--- src/rtl/decoder_pkg.sv ---
// Shared encodings and helpers for the scanning one-hot decoder.
package decoder_pkg;

    localparam logic [1:0] MODE_OFF    = 2'b00;
    localparam logic [1:0] MODE_DIRECT = 2'b01;
    localparam logic [1:0] MODE_SCAN   = 2'b10;
    localparam logic [1:0] MODE_ONCE   = 2'b11;

    // Widest supported output (N <= 8); callers size-cast down to 2^N.
    localparam int MAX_OUT = 256;

    typedef enum logic [2:0] {
        IDLE,
        DIRECT,
        SCAN,
        ONCE,
        FIN
    } state_t;

    function automatic logic [MAX_OUT-1:0] onehot(input int unsigned code);
        return MAX_OUT'(1) << code;
    endfunction

    // FIN still belongs to mode 11 so a held mode never restarts the pass.
    function automatic logic [1:0] mode_of(input state_t s);
        case (s)
            IDLE:    return MODE_OFF;
            DIRECT:  return MODE_DIRECT;
            SCAN:    return MODE_SCAN;
            default: return MODE_ONCE;
        endcase
    endfunction

endpackage

--- src/rtl/decoder_dwell_timer.sv ---
// Per-step dwell counter: o_step is high in the last cycle of a step (count == latched dwell).
// Load restarts at 0 and samples i_dwell; hold freezes; otherwise counts, re-sampling dwell at each wrap.
module decoder_dwell_timer #(
    parameter int DWELL_W = 8
) (
    input  logic               clk,
    input  logic               rst_n,
    input  logic               i_load,
    input  logic               i_hold,
    input  logic [DWELL_W-1:0] i_dwell,
    output logic               o_step
);

    logic [DWELL_W-1:0] r_cnt;
    logic [DWELL_W-1:0] r_lim;

    assign o_step = (r_cnt == r_lim);

    always_ff @(posedge clk or negedge rst_n) begin
        if (!rst_n) begin
            r_cnt <= '0;
            r_lim <= '0;
        end else if (i_load || (!i_hold && o_step)) begin
            r_cnt <= '0;
            r_lim <= i_dwell;
        end else if (!i_hold) begin
            r_cnt <= r_cnt + 1'b1;
        end
    end

endmodule

--- src/rtl/decoder_scan.sv ---
// Registered N-to-2^N one-hot decoder with direct load and timed (continuous or single-pass) scan.
// One-cycle latency from edge to y; no backpressure, e=0 gates outputs and freezes all state.
module decoder_scan
    import decoder_pkg::*;
#(
    parameter int N       = 2,
    parameter int DWELL_W = 8
) (
    input  logic               clk,
    input  logic               rst_n,
    input  logic               i_e,
    input  logic [1:0]         i_mode,
    input  logic [N-1:0]       i_a,
    input  logic               i_valid,
    input  logic [DWELL_W-1:0] i_dwell,
    output logic [(1<<N)-1:0]  o_y,
    output logic [N-1:0]       o_code,
    output logic               o_wrap,
    output logic               o_done,
    output logic               o_busy
);

    localparam int OUT_W = 1 << N;

    state_t           r_state;
    state_t           w_next_state;
    logic [N-1:0]     r_idx;
    logic [OUT_W-1:0] r_y;
    logic [N-1:0]     r_code;
    logic             r_wrap;
    logic             r_done;

    logic [N-1:0]     w_idx_nxt;
    logic [N-1:0]     w_idx_inc;
    logic [OUT_W-1:0] w_y_nxt;
    logic [N-1:0]     w_code_nxt;
    logic             w_wrap_nxt;
    logic             w_done_nxt;

    logic w_mode_chg;
    logic w_scanning;
    logic w_run;
    logic w_hold;
    logic w_load;
    logic w_tstep;
    logic w_step;
    logic w_last;

    assign w_mode_chg = (i_mode != mode_of(r_state));
    assign w_scanning = (r_state == SCAN) || (r_state == ONCE);
    assign w_run      = i_e && !w_mode_chg && w_scanning;
    assign w_hold     = !w_run;
    assign w_load     = i_e && w_mode_chg;
    assign w_step     = w_run && w_tstep;
    assign w_last     = (r_idx == {N{1'b1}});
    assign w_idx_inc  = r_idx + 1'b1;

    decoder_dwell_timer #(
        .DWELL_W (DWELL_W)
    ) u_timer (
        .clk     (clk),
        .rst_n   (rst_n),
        .i_load  (w_load),
        .i_hold  (w_hold),
        .i_dwell (i_dwell),
        .o_step  (w_tstep)
    );

    always_ff @(posedge clk or negedge rst_n) begin
        if (!rst_n) begin
            r_state <= IDLE;
        end else begin
            r_state <= w_next_state;
        end
    end

    always_comb begin
        w_next_state = r_state;
        if (i_e) begin
            if (w_mode_chg) begin
                case (i_mode)
                    MODE_DIRECT: w_next_state = DIRECT;
                    MODE_SCAN:   w_next_state = SCAN;
                    MODE_ONCE:   w_next_state = ONCE;
                    default:     w_next_state = IDLE;
                endcase
            end else if (r_state == ONCE && w_step && w_last) begin
                w_next_state = FIN;
            end
        end
    end

    // A mode change outranks any step boundary or load in the same cycle.
    always_comb begin
        w_idx_nxt  = r_idx;
        w_y_nxt    = r_y;
        w_code_nxt = r_code;
        w_wrap_nxt = 1'b0;
        w_done_nxt = 1'b0;
        if (i_e) begin
            if (w_mode_chg) begin
                w_idx_nxt  = '0;
                w_code_nxt = '0;
                w_y_nxt    = (i_mode == MODE_SCAN || i_mode == MODE_ONCE) ? OUT_W'(1) : '0;
            end else begin
                case (r_state)
                    DIRECT: begin
                        if (i_valid) begin
                            w_y_nxt    = OUT_W'(onehot(32'(i_a)));
                            w_code_nxt = i_a;
                        end
                    end
                    SCAN, ONCE: begin
                        if (w_step) begin
                            if (r_state == ONCE && w_last) begin
                                w_idx_nxt  = '0;
                                w_y_nxt    = '0;
                                w_code_nxt = '0;
                                w_done_nxt = 1'b1;
                            end else begin
                                w_idx_nxt  = w_idx_inc;
                                w_y_nxt    = OUT_W'(onehot(32'(w_idx_inc)));
                                w_code_nxt = w_idx_inc;
                                w_wrap_nxt = w_last;
                            end
                        end
                    end
                    default: begin
                        w_y_nxt    = '0;
                        w_code_nxt = '0;
                    end
                endcase
            end
        end
    end

    always_ff @(posedge clk or negedge rst_n) begin
        if (!rst_n) begin
            r_idx  <= '0;
            r_y    <= '0;
            r_code <= '0;
            r_wrap <= 1'b0;
            r_done <= 1'b0;
        end else begin
            r_idx  <= w_idx_nxt;
            r_y    <= w_y_nxt;
            r_code <= w_code_nxt;
            r_wrap <= w_wrap_nxt;
            r_done <= w_done_nxt;
        end
    end

    assign o_y    = i_e ? r_y : '0;
    assign o_code = r_code;
    assign o_wrap = i_e && r_wrap;
    assign o_done = i_e && r_done;
    assign o_busy = i_e && w_scanning;

endmodule

--- config.mk ---
export PLATFORM = sky130hd
export DESIGN_NAME = decoder_scan
export DESIGN_NICKNAME = d
export VERILOG_FILES = /design/src/rtl/decoder_pkg.sv /design/src/rtl/decoder_dwell_timer.sv /design/src/rtl/decoder_scan.sv
export SDC_FILE = /design/constraint.sdc
export NUM_CORES = 1
export LEC_CHECK = 0
export CAP_MARGIN = 20
export CORE_UTILIZATION = 49
export DETAILED_ROUTE_END_ITERATION = 6
export GPL_ROUTABILITY_DRIVEN = 0
export PLACE_DENSITY = 0.75
export SYNTH_ARGS = -nofsm -noshare
export SYNTH_HDL_FRONTEND = slang
export SYNTH_HIERARCHICAL = 1
export SYNTH_SLANG_ARGS = --single-unit
export TNS_END_PERCENT = 1
--- constraint.sdc ---
create_clock -name clk -period 2.2 [get_ports clk]
set_clock_uncertainty 0.15 [all_clocks]
set_input_delay 0.22 -clock clk [delete_from_list [all_inputs] [get_ports clk]]
set_output_delay 0.22 -clock clk [all_outputs]
set_load 0.03 [all_outputs]
==> PnR_summary.wiki <==
{| class="wikitable"
! Metric !! Value
|-
| Top-Level Pins || 25
|-
| DIE AREA || 0.00395 mm2
|-
| Sequential cell fraction of total power || 0.362
|-
| Slowest stage cell, crit path || clkdlybuf4s50_1
|-
| Post-synthesis sequential element count || 29
|-
| Worst slew pin tran || 0.426 ns
|-
| Drt via density || 5.56
|-
| Util after Layout || 0.685
|-
| Detailed Route Iter0 Violations || 59
|-
| Layout cells sized above 1 || 0.295
|-
| CTS resizes || 0
|-
| Critical setup path kind || input port to flip-flop
|-
| Total inserted antenna cells || 0
|-
| Fmax || 0.472 GHz
|-
| Proportion of register bits with asynchronous set or reset after synthesis || 1.00
|-
| Share of the clock period used by the worst path || 0.962
|-
| Number of nets produced by synthesis || 197
|-
| Delay of the slowest cell on the worst path || 0.49 ns
|-
| DRC || 0
|-
| Worst supply voltage drop on vdd || 0.416 mV
|-
| Maximum fanout count along the critical path || 5
|-
| Post-synth top area cell || dfrtp_1
|-
| CTS root buf || clkbuf_8
|-
| Routed wire length || 4.05 mm
|-
| Overall die width || 62.8 um
|-
| Drt wl/cell || 15.0 um
|-
| Seq/Total Area, Yosys || 0.400
|-
| Vias in the first global route || 1556
|-
| Clock tree from TritonCTS || yes
|-
| Bufs on Longest Clock Path || 2
|-
| Critical path, cell by cell || clkdlybuf4s50_1, or3_4, o22ai_4, o21ai_2, o31ai_4, buf_4, mux2_4
|-
| Worst min-delay path category || input port to asynchronous set/reset pin
|-
| Sort of element at the end of the critical path || flip-flop
|-
| Time the final worst path needs with I/O delays and setup || 2.12 ns
|-
| Most used flip-flop cell after synthesis || dfrtp_1
|-
| Hold-fix buffers, CTS || 0
|-
| Clock buffers created by TritonCTS || 5
|-
| Global-route usage over all layers || 0.229
|-
| Vert. Die Dim || 62.8 um
|-
| Static leakage || 1.05 nW
|-
| Pins Over Slew Limit || 0
|-
| Std cell rows || 21
|-
| DR vias || 1500
|-
| Startpoint type of the worst setup path || input port
|-
| Switching Share || 0.339
|-
| Worst path arrival time || 2.13 ns
|-
| Hold slack final || 0.183 ns
|-
| Count of flip-flops with a built-in enable after synthesis || 0
|-
| Overflow after GRT || 0
|-
| Initial antenna violation count || 0
|-
| Total core area || 0.00344 mm2
|-
| Required time reported for the critical path endpoint || 2.21 ns
|-
| Final Hold Viols || 0
|-
| Number of clock sinks seen by CTS || 29
|-
| H-tree depth || 2
|-
| Unrepaired setup endpoints after global routing || false
|-
| Post-CTS setup buffer count || 0
|-
| Initial Utilization || 0.527
|-
| Distinct cells, synth || 47
|-
| Filler Cells Inserted || 272
|-
| Yosys top cell area share || 0.400
|-
| Combinational cell fraction of total power || 0.384
|-
| Gate count after technology mapping || 176
|-
| Clock share of power || 0.254
|-
| Internal || 1.29 mW
|-
| Maximum number of pins on one net before global-route repair || 30
|-
| Count of maximum capacitance violations || 0
|-
| First-pass iteration count of the detailed router || 4
|-
| Synth-to-layout area growth || 30.1%
|-
| Synth Area per Inst || 10.3 um2
|-
| Clock transition at the registers of the reported paths || 0.06 ns
|-
| Number of port buffers || 24
|-
| Fin nets || 244
|-
| Number of antenna-violating nets in the routed design || 0
|-
| Clock insertion delay at the later pin of the skew report || 0.28 ns
|-
| Number of endpoints failing setup at the final stage || 0
|-
| Detailed Place HPWL || 3.07 mm
|-
| Family with the most delay on the worst path || buffers and inverters
|-
| Dominant cells by area after synthesis || dfrtp_1, xnor2_1, mux2_4
|-
| Switch Pwr || 0.658 mW
|-
| Relative slew margins || 0.715
|-
| Warning count from the yosys run || 6
|-
| Global-route wire length before repair || 7.02 mm
|-
| Buf+Inv Stages, Crit Path || 2
|-
| Post-synth design cell area || 0.00181 mm2
|-
| Power density of the placed cells || 824 mW/mm2
|-
| Outcome || completed
|-
| FF-to-FF setup slack || 0.11 ns
|}
[per-stage QoR]
| stage | cells | instance area (um2) | setup TNS, ns | total power, mW | setup slack, ns |
|---|---|---|---|---|---|
| final | 270 | 2360 | 0 | 1.94 | 0.0831 |
| after global routing | 270 | 2360 | 0 | 2.05 | 0.0229 |
| after CTS | 270 | 2330 | 0 | 1.94 | 0.00376 |
| after detailed placement | 262 | 2230 | -3.42 | 1.44 | -0.282 |
| after global placement | 262 | 2230 | -2.15 | 1.41 | -0.208 |
| after floorplan | 176 | 1830 | -0.922 | 1.20 | -0.133 |
[cell type report]
cell class	count	area [um2]	share of cell area
Multi-Input combinational cell	133	1040	0.442
Sequential cell	29	727	0.308
Timing Repair Buffer	49	410	0.174
Clock buffer	7	96.3	0.0408
Tap cell	46	57.6	0.0244
Inverter	5	18.8	0.00796
Clock inverter	1	5.00	0.00212
[sequential cells by signal (all words and copies together) (netlist names)]
signal,count
r_wrap,1
o_code,2
u_timer/r_lim,8
r_y,4
u_timer/r_cnt,8
r_state,3
r_done,1
r_idx,2
[Yosys cell counts, drive strengths merged, types with 4 or more instances]
cell type and number:
xor2 5, nand2 14, o21ai 9, clkbuf 4, dfrtp 29, and3 4
a21oi 7, xnor2 10, inv 5, ha 5, and2 6, nand4 6
o22ai 4, nor2 13, buf 5, mux2 11, nor3 5
[per-layer routing]
| layer | vias up | global-route usage | routed length [um] |
|---|---|---|---|
| met5 | - | 0 | 0 |
| met4 | 0 | 0.0756 | 57 |
| met3 | 7 | 0.0584 | 126 |
| met2 | 31 | 0.425 | 2170 |
| met1 | 745 | 0.250 | 1690 |
| li1 | 717 | - | - |
[placed cells by master, fill, tap and decap left out, drive strengths merged, types with 2 or more instances in the layout]
cell	synthesis	layout
nor2b	3	3
a22o	2	2
clkbuf	4	7
and3b	2	2
o22ai	4	4
clkdlybuf4s50	0	17
and2	6	6
ha	5	5
nor2	13	13
nand4	6	6
inv	5	5
nand2	14	14
o31a	2	2
nand3	2	2
a21oi	7	7
mux2	11	11
dfrtp	29	29
and3	4	4
o21a	2	2
o31ai	2	2
o21ai	9	9
nand2b	3	3
nor3	5	5
nor4b	2	2
buf	5	32
nor3b	2	2
xnor2	10	10
xor2	5	5
nand4bb	2	2
[worst register-to-register path, delay by kind of cell, from the launching register on]
kind | cells | cell delay (ns)
compound gates | 2 | 0.60
buf+inv | 1 | 0.20
flops | 1 | 0.47
mux | 1 | 0.39
simple gates | 1 | 0.18
[worst paths after layout]
path	start	to	cells after the start
setup / recovery	i_mode[0]	u_timer/r_lim[6]	7
hold / removal	rst_n	u_timer/r_lim[6]	2
setup reg to reg	r_state[1]	r_y[2]	5
hold reg to reg	o_code[1]	o_code[1]	1
max in group asynchronous	rst_n	r_state[1]	2
min in group clk	o_code[1]	o_code[1]	1
[power groups by stage]
| stage | logic (mW) | registers, mW | clock network [mW] |
|---|---|---|---|
| 2_1_floorplan | 0.507 | 0.697 | 0 |
| 3_3_place_gp | 0.702 | 0.703 | 0 |
| 3_5_place_dp | 0.731 | 0.708 | 0 |
| 4_1_cts | 0.733 | 0.700 | 0.503 |
| 5_1_grt | 0.811 | 0.713 | 0.527 |
| 6_report | 0.746 | 0.704 | 0.494 |
[cell families (layout without fill, tap and decap cells)]
kind of cell               after synthesis  count (layout)  share of synthesized area
muxes                                   11              11                     0.0787
buffers and inverters                   14              62                     0.0462
adders and majority gates                5               5                     0.0345
DFF                                     29              29                      0.400
xor gates and xnor gates                15              15                     0.0808
AOI/OAI and AO/OA                       33              33                      0.139
and+or+nand+nor                         69              69                      0.221
Note: power is estimated with default switching activity, not from simulation.
